## src/rtl/gsim_job_arbiter.sv

```systemverilog
// Round-robin job arbiter in front of a shared GSIM solver: grants one 16-word b-vector load,
// captures the solver's unthrottled 16-word result burst, then drains it over a valid/ready port.
module gsim_job_arbiter #(
  parameter int N_REQ   = 2,
  parameter int TIMEOUT = 2047,
  parameter int TW      = 11
) (
  input  logic                 clk,
  input  logic                 reset,
  input  logic [N_REQ-1:0]     req_valid,
  input  logic [16*N_REQ-1:0]  req_data,
  output logic [N_REQ-1:0]     req_ready,
  output logic                 res_valid,
  output logic [31:0]          res_data,
  output logic [1:0]           res_id,
  output logic                 res_last,
  input  logic                 res_ready,
  output logic                 sol_in_en,
  output logic [15:0]          sol_b_in,
  input  logic                 sol_out_valid,
  input  logic [31:0]          sol_x_out,
  output logic                 sol_rst,
  output logic                 busy,
  output logic                 timeout_err
);

  typedef enum logic [2:0] {
    S_IDLE,
    S_LOAD,
    S_WAIT,
    S_CAPTURE,
    S_DRAIN
  } state_t;

  state_t          state_q;
  logic [1:0]      g_q;
  logic [1:0]      last_q;
  logic [3:0]      wcnt_q;
  logic [3:0]      ccnt_q;
  logic [3:0]      rd_q;
  logic [TW-1:0]   wdog_q;
  logic            res_valid_q;
  logic            res_last_q;
  logic [1:0]      res_id_q;
  logic [31:0]     res_data_q;
  logic            timeout_err_q;
  logic            sol_rst_q;

  logic [31:0]     res_buf [16];

  logic            grant_found;
  logic [1:0]      grant_idx;
  logic            sel_valid;
  logic [15:0]     sel_data;
  logic            load_hs;
  logic            drain_hs;
  logic            buf_we;
  logic [3:0]      buf_waddr;
  logic [3:0]      rd_addr;

  // Search upward from last_q+1 so the previous winner is considered last.
  always_comb begin
    grant_found = 1'b0;
    grant_idx   = last_q;
    for (int k = 1; k <= N_REQ; k++) begin
      for (int i = 0; i < N_REQ; i++) begin
        if (!grant_found && req_valid[i] && (((int'(last_q) + k) % N_REQ) == i)) begin
          grant_found = 1'b1;
          grant_idx   = 2'(i);
        end
      end
    end
  end

  always_comb begin
    req_ready = '0;
    sel_valid = 1'b0;
    sel_data  = '0;
    for (int i = 0; i < N_REQ; i++) begin
      if (g_q == 2'(i)) begin
        sel_valid    = req_valid[i];
        sel_data     = req_data[16*i +: 16];
        req_ready[i] = (state_q == S_LOAD);
      end
    end
  end

  assign load_hs   = (state_q == S_LOAD) && sel_valid;
  assign sol_in_en = load_hs;
  assign sol_b_in  = load_hs ? sel_data : 16'd0;

  assign drain_hs  = (state_q == S_DRAIN) && res_valid_q && res_ready;
  assign rd_addr   = drain_hs ? (rd_q + 4'd1) : rd_q;

  assign buf_we    = sol_out_valid && ((state_q == S_WAIT) || (state_q == S_CAPTURE));
  assign buf_waddr = (state_q == S_WAIT) ? 4'd0 : ccnt_q;

  always_ff @(posedge clk) begin
    if (buf_we) begin
      res_buf[buf_waddr] <= sol_x_out;
    end
  end

  // Read address runs one word ahead on a handshake so res_data is registered yet never bubbles.
  always_ff @(posedge clk or posedge reset) begin
    if (reset) begin
      res_data_q <= '0;
    end else if ((state_q == S_CAPTURE) || (state_q == S_DRAIN)) begin
      res_data_q <= res_buf[rd_addr];
    end
  end

  always_ff @(posedge clk or posedge reset) begin
    if (reset) begin
      state_q       <= S_IDLE;
      g_q           <= '0;
      last_q        <= 2'(N_REQ - 1);
      wcnt_q        <= '0;
      ccnt_q        <= '0;
      rd_q          <= '0;
      wdog_q        <= '0;
      res_valid_q   <= 1'b0;
      res_last_q    <= 1'b0;
      res_id_q      <= '0;
      timeout_err_q <= 1'b0;
      sol_rst_q     <= 1'b0;
    end else begin
      timeout_err_q <= 1'b0;
      sol_rst_q     <= 1'b0;
      case (state_q)
        S_IDLE: begin
          if (grant_found) begin
            g_q     <= grant_idx;
            last_q  <= grant_idx;
            wcnt_q  <= '0;
            state_q <= S_LOAD;
          end
        end
        S_LOAD: begin
          if (load_hs) begin
            if (wcnt_q == 4'd15) begin
              wcnt_q  <= '0;
              wdog_q  <= '0;
              state_q <= S_WAIT;
            end else begin
              wcnt_q <= wcnt_q + 4'd1;
            end
          end
        end
        S_WAIT: begin
          if (sol_out_valid) begin
            ccnt_q  <= 4'd1;
            state_q <= S_CAPTURE;
          end else if (wdog_q == TW'(TIMEOUT - 1)) begin
            // Burst never came: kick the solver and drop the job without results.
            timeout_err_q <= 1'b1;
            sol_rst_q     <= 1'b1;
            wdog_q        <= '0;
            state_q       <= S_IDLE;
          end else begin
            wdog_q <= wdog_q + TW'(1);
          end
        end
        S_CAPTURE: begin
          if (sol_out_valid) begin
            if (ccnt_q == 4'd15) begin
              ccnt_q      <= '0;
              rd_q        <= '0;
              res_valid_q <= 1'b1;
              res_last_q  <= 1'b0;
              res_id_q    <= g_q;
              state_q     <= S_DRAIN;
            end else begin
              ccnt_q <= ccnt_q + 4'd1;
            end
          end
        end
        S_DRAIN: begin
          if (drain_hs) begin
            if (rd_q == 4'd15) begin
              rd_q        <= '0;
              res_valid_q <= 1'b0;
              res_last_q  <= 1'b0;
              state_q     <= S_IDLE;
            end else begin
              rd_q       <= rd_q + 4'd1;
              res_last_q <= (rd_q == 4'd14);
            end
          end
        end
        default: state_q <= S_IDLE;
      endcase
    end
  end

  assign res_valid   = res_valid_q;
  assign res_data    = res_data_q;
  assign res_id      = res_id_q;
  assign res_last    = res_last_q;
  assign sol_rst     = sol_rst_q;
  assign timeout_err = timeout_err_q;
  assign busy        = (state_q != S_IDLE);

endmodule

```

## config.mk

```make
export PLATFORM = sky130hd
export DESIGN_NAME = gsim_job_arbiter
export DESIGN_NICKNAME = d
export VERILOG_FILES = /design/src/rtl/gsim_job_arbiter.sv
export SDC_FILE = /design/constraint.sdc
export NUM_CORES = 1
export LEC_CHECK = 0
export CAP_MARGIN = 20
export CORE_MARGIN = 4
export CORE_UTILIZATION = 55
export CTS_CLUSTER_SIZE = 24
export DETAILED_ROUTE_END_ITERATION = 8
export GPL_TIMING_DRIVEN = 0
export PLACE_DENSITY = 0.74
export SLEW_MARGIN = 20
export SYNTH_ARGS = -nofsm -noshare
export SYNTH_HDL_FRONTEND = slang
export SYNTH_SLANG_ARGS = --single-unit
```

## constraint.sdc

```tcl
create_clock -name clk -period 8.1 [get_ports clk]
set_input_delay 1.62 -clock clk [delete_from_list [all_inputs] [get_ports clk]]
set_output_delay 1.62 -clock clk [all_outputs]
set_load 0.03 [all_outputs]
```

==> impl_metrics.sql <==
INSERT INTO impl_metrics (metric_group, metric, value, unit) VALUES
('worst_setup_path', 'cp.arrival', '4060', 'ps'),
('synth', 'mappedNetlistNets', '1613', ''),
('floorplanning', 'die_height', '228', 'µm'),
('sta', 'hold_ws', '500', 'ps'),
('worst_setup_path', 'crit_path_start', 'req_valid[0]', ''),
('sta', 'layout_worst_path_cycle_share', '70.1', '%'),
('worst_setup_path', 'setup.worst_path.class', 'primary input to output pin', ''),
('floorplanning', 'initial_utilization', '55.9', '%'),
('sta', 'worstMarginPinSlew', '1130', 'ps'),
('worst_setup_path', 'critPathRequiredTime', '6480', 'ps'),
('worst_setup_path', 'cp.buffers_inverters', '4', ''),
('routing', 'ant_nets', '0', ''),
('synth', 'synth-seq-area-share', '63.5', '%'),
('cts', 'htree_num_levels', '2', ''),
('cts', 'clock-root-buffer', 'sky130_fd_sc_hd__clkbuf_16', ''),
('worst_setup_path', 'crit_cells', '7', ''),
('hold_path', 'min-delay-path-class', 'register to register', ''),
('floorplanning', 'fp.dieW', '228', 'µm'),
('cells_and_area', 'layout_commonest_cell', 'sky130_fd_sc_hd__edfxtp_1', ''),
('routing', 'finalWirelength', '75.2', 'mm'),
('power', 'power', '0.00777', 'W'),
('synth', 'ys_seq_elements', '576', ''),
('global_route', 'first_pass_grt_wire_length', '111', 'mm'),
('synth', 'ys.warnings.count', '0', ''),
('synth', 'synth_enable_flop_cells', '512', ''),
('floorplanning', 'fp-row-count', '80', ''),
('cts', 'post-cts-setup-buffers', '0', ''),
('cts', 'insertion_delay', '640', 'ps'),
('worst_setup_path', 'startpoint_type', 'primary input', ''),
('placed_design', 'finalWeightedCongestion', '0.856', ''),
('worst_setup_path', 'worst_r2r_startpoint', 'rd_q[0]', ''),
('cts', 'hold_buffers', '0', ''),
('sta', 'final-setup-viol-count', '0', ''),
('floorplanning', 'design.die.area', '0.0522', 'mm²'),
('power', 'power_density', '247', 'mW/mm²'),
('cts', 'clk_sink_count', '576', ''),
('worst_setup_path', 'critical-path-slowest-cell', 'sky130_fd_sc_hd__clkdlybuf4s50_1', ''),
('synth', 'synth-async-reset-ratio', '11.1', '%'),
('worst_setup_path', 'timing.reg2reg.setup_slack', '3760', 'ps'),
('worst_setup_path', 'critical_path.max_fanout', '10', ''),
('status', 'status', 'completed', ''),
('cells_and_area', 'layout.cells.most_common_list', 'sky130_fd_sc_hd__edfxtp_1, sky130_fd_sc_hd__mux4_2, sky130_fd_sc_hd__clkdlybuf4s50_1', ''),
('synth', 'synth-main-ff-cell', 'sky130_fd_sc_hd__edfxtp_1', ''),
('sta', 'maxClockFrequency', '176', 'MHz'),
('worst_setup_path', 'worst_r2r_endpoint', 'res_data[7]', ''),
('cells_and_area', 'flow.area_growth_from_synthesis', '17.5', '%'),
('worst_setup_path', 'worstSetupEndpoint', 'sol_b_in[6]', ''),
('global_route', 'antenna_violations_before_repair', '1', ''),
('cells_and_area', 'final_non_filler_cells', '2424', ''),
('sta', 'rsz0062_at_grt', 'false', ''),
('routing', 'total_via_count_in_the_routed_design', '17300', ''),
('worst_setup_path', 'crit_path_end_kind', 'output pin', ''),
('routing', 'avgRoutedWirePerCell', '31.0', 'µm'),
('sta', 'worst_slack', '2420', 'ps'),
('routing', 'routed_via_density', '7.12', ''),
('cts', 'cts_buffers', '58', ''),
('routing', 'detailedRoute.firstPassIterationCount', '6', ''),
('power', 'power.leakage', '10.2', 'nW'),
('worst_setup_path', 'r2r.worst_path.cells', '11', ''),
('global_route', 'grt_overflow_total', '0', ''),
('placed_design', 'placed_cells', '2313', ''),
('sta', 'min_period', '5680', 'ps'),
('global_route', 'first_global_vias', '17600', ''),
('cts', 'cts_resized', '0', ''),
('placed_design', 'dp_worst_setup_slack', '2410', 'ps'),
('worst_setup_path', 'critical_path.max_stage_delay', '690', 'ps'),
('placed_design', 'dp.final_hpwl', '51.0', 'mm'),
('power', 'ir_drop', '0.000182', 'V'),
('floorplanning', 'design.core.area', '0.0478', 'mm²'),
('cts', 'tritoncts_clock_tree', 'built', ''),
('worst_setup_path', 'worstPathCellList', 'clkdlybuf4s50_1 > mux2i_1 > or2_2 > clkbuf_1 > clkbuf_1 > nor2_1 > clkdlybuf4s50_1', '');
registers in the layout, summed over array words and instances, names as in the netlist, 3 cells and up:
| name | flops |
|---|---|
| res_buf | 512 |
| ccnt_q | 4 |
| wcnt_q | 4 |
| res_data | 32 |
| rd_q | 4 |
| wdog_q | 11 |
| state_q | 3 |
area by class of cell:
class                      count  area, µm²
inverter                       9       36.3
tap                          615        769
multi-input combinational    829       9260
sequential                   576      17000
timing repair buffer         161       1890
antenna                        2       5.00
fill                        3212      16400
clock buffer                  81       1630
buffer                       123        578
clock inverter                28        275
power by group:
| group | total (W) | switching [W] | internal (W) | leakage, nW |
|---|---|---|---|---|
| clock | 0.00270 | 0.00114 | 0.00156 | 0.929 |
| sequential | 0.00366 | 0.000169 | 0.00349 | 5.38 |
| combinational | 0.00141 | 0.000868 | 0.000539 | 3.84 |
| total | 0.00777 | 0.00217 | 0.00559 | 10.2 |
synthesized netlist by cell type (all sizes together) (2+ instances only):
cell	instances	area, µm²
a211oi	3	22.5
a21o	3	22.5
a21oi	9	45.0
a221o	31	310
a22o	3	26.3
a31oi	6	37.5
and3	34	213
buf	53	314
clkbuf	70	264
dfrtp	63	1580
edfxtp	512	15400
ha	6	75.1
inv	9	33.8
mux2	7	78.8
mux2i	83	831
mux4	224	5040
nand2	91	342
nand2b	6	37.5
nand3	14	70.1
nand4	4	25.0
nor2	48	188
nor2b	2	12.5
nor3	71	360
nor3b	3	27.5
nor4	31	206
o211a	31	310
o21ai	21	105
o22ai	33	206
o31a	2	17.5
o31ai	7	52.6
o32ai	31	272
or2	2	12.5
or3	5	31.3
or3b	2	20.0
or4	3	22.5
xnor2	2	17.5
xor2	3	33.8
metal layers:
layer / vias up / wire (µm) / track usage [%]
met3: 197 / 8720 / 6.99
met5: - / 0 / 0
met2: 1250 / 36400 / 45.7
li1: 6925 / - / -
met4: 0 / 2660 / 10.7
met1: 8892 / 27500 / 38.5
per-stage QoR:
step	area [µm²]	utilization [%]
2_1_floorplan	26700	-
3_3_place_gp	28800	60.1
3_5_place_dp	29500	61.7
4_1_cts	31400	65.6
5_1_grt	31400	65.7
6_report	31400	65.7
cells by family after synthesis:
kind of cell	Yosys count	synth area share, %
other cells	1	0.0140
mux	314	22.3
compound gates	184	5.48
fa+ha+maj	6	0.281
flops	576	63.5
xor+xnor	5	0.192
simple gates	319	5.95
buf+inv	132	2.29
worst min-delay path by stage:
stage / end / slack (ps) / depth (start not counted)
after global placement: wdog_q[10] / 470 / 1
final: wdog_q[10] / 500 / 1
after CTS: wdog_q[10] / 500 / 1
after detailed placement: wdog_q[10] / 480 / 1
after global routing: wdog_q[10] / 520 / 1
after floorplan: wdog_q[10] / 440 / 1
Power figures use the tool's default switching activity.
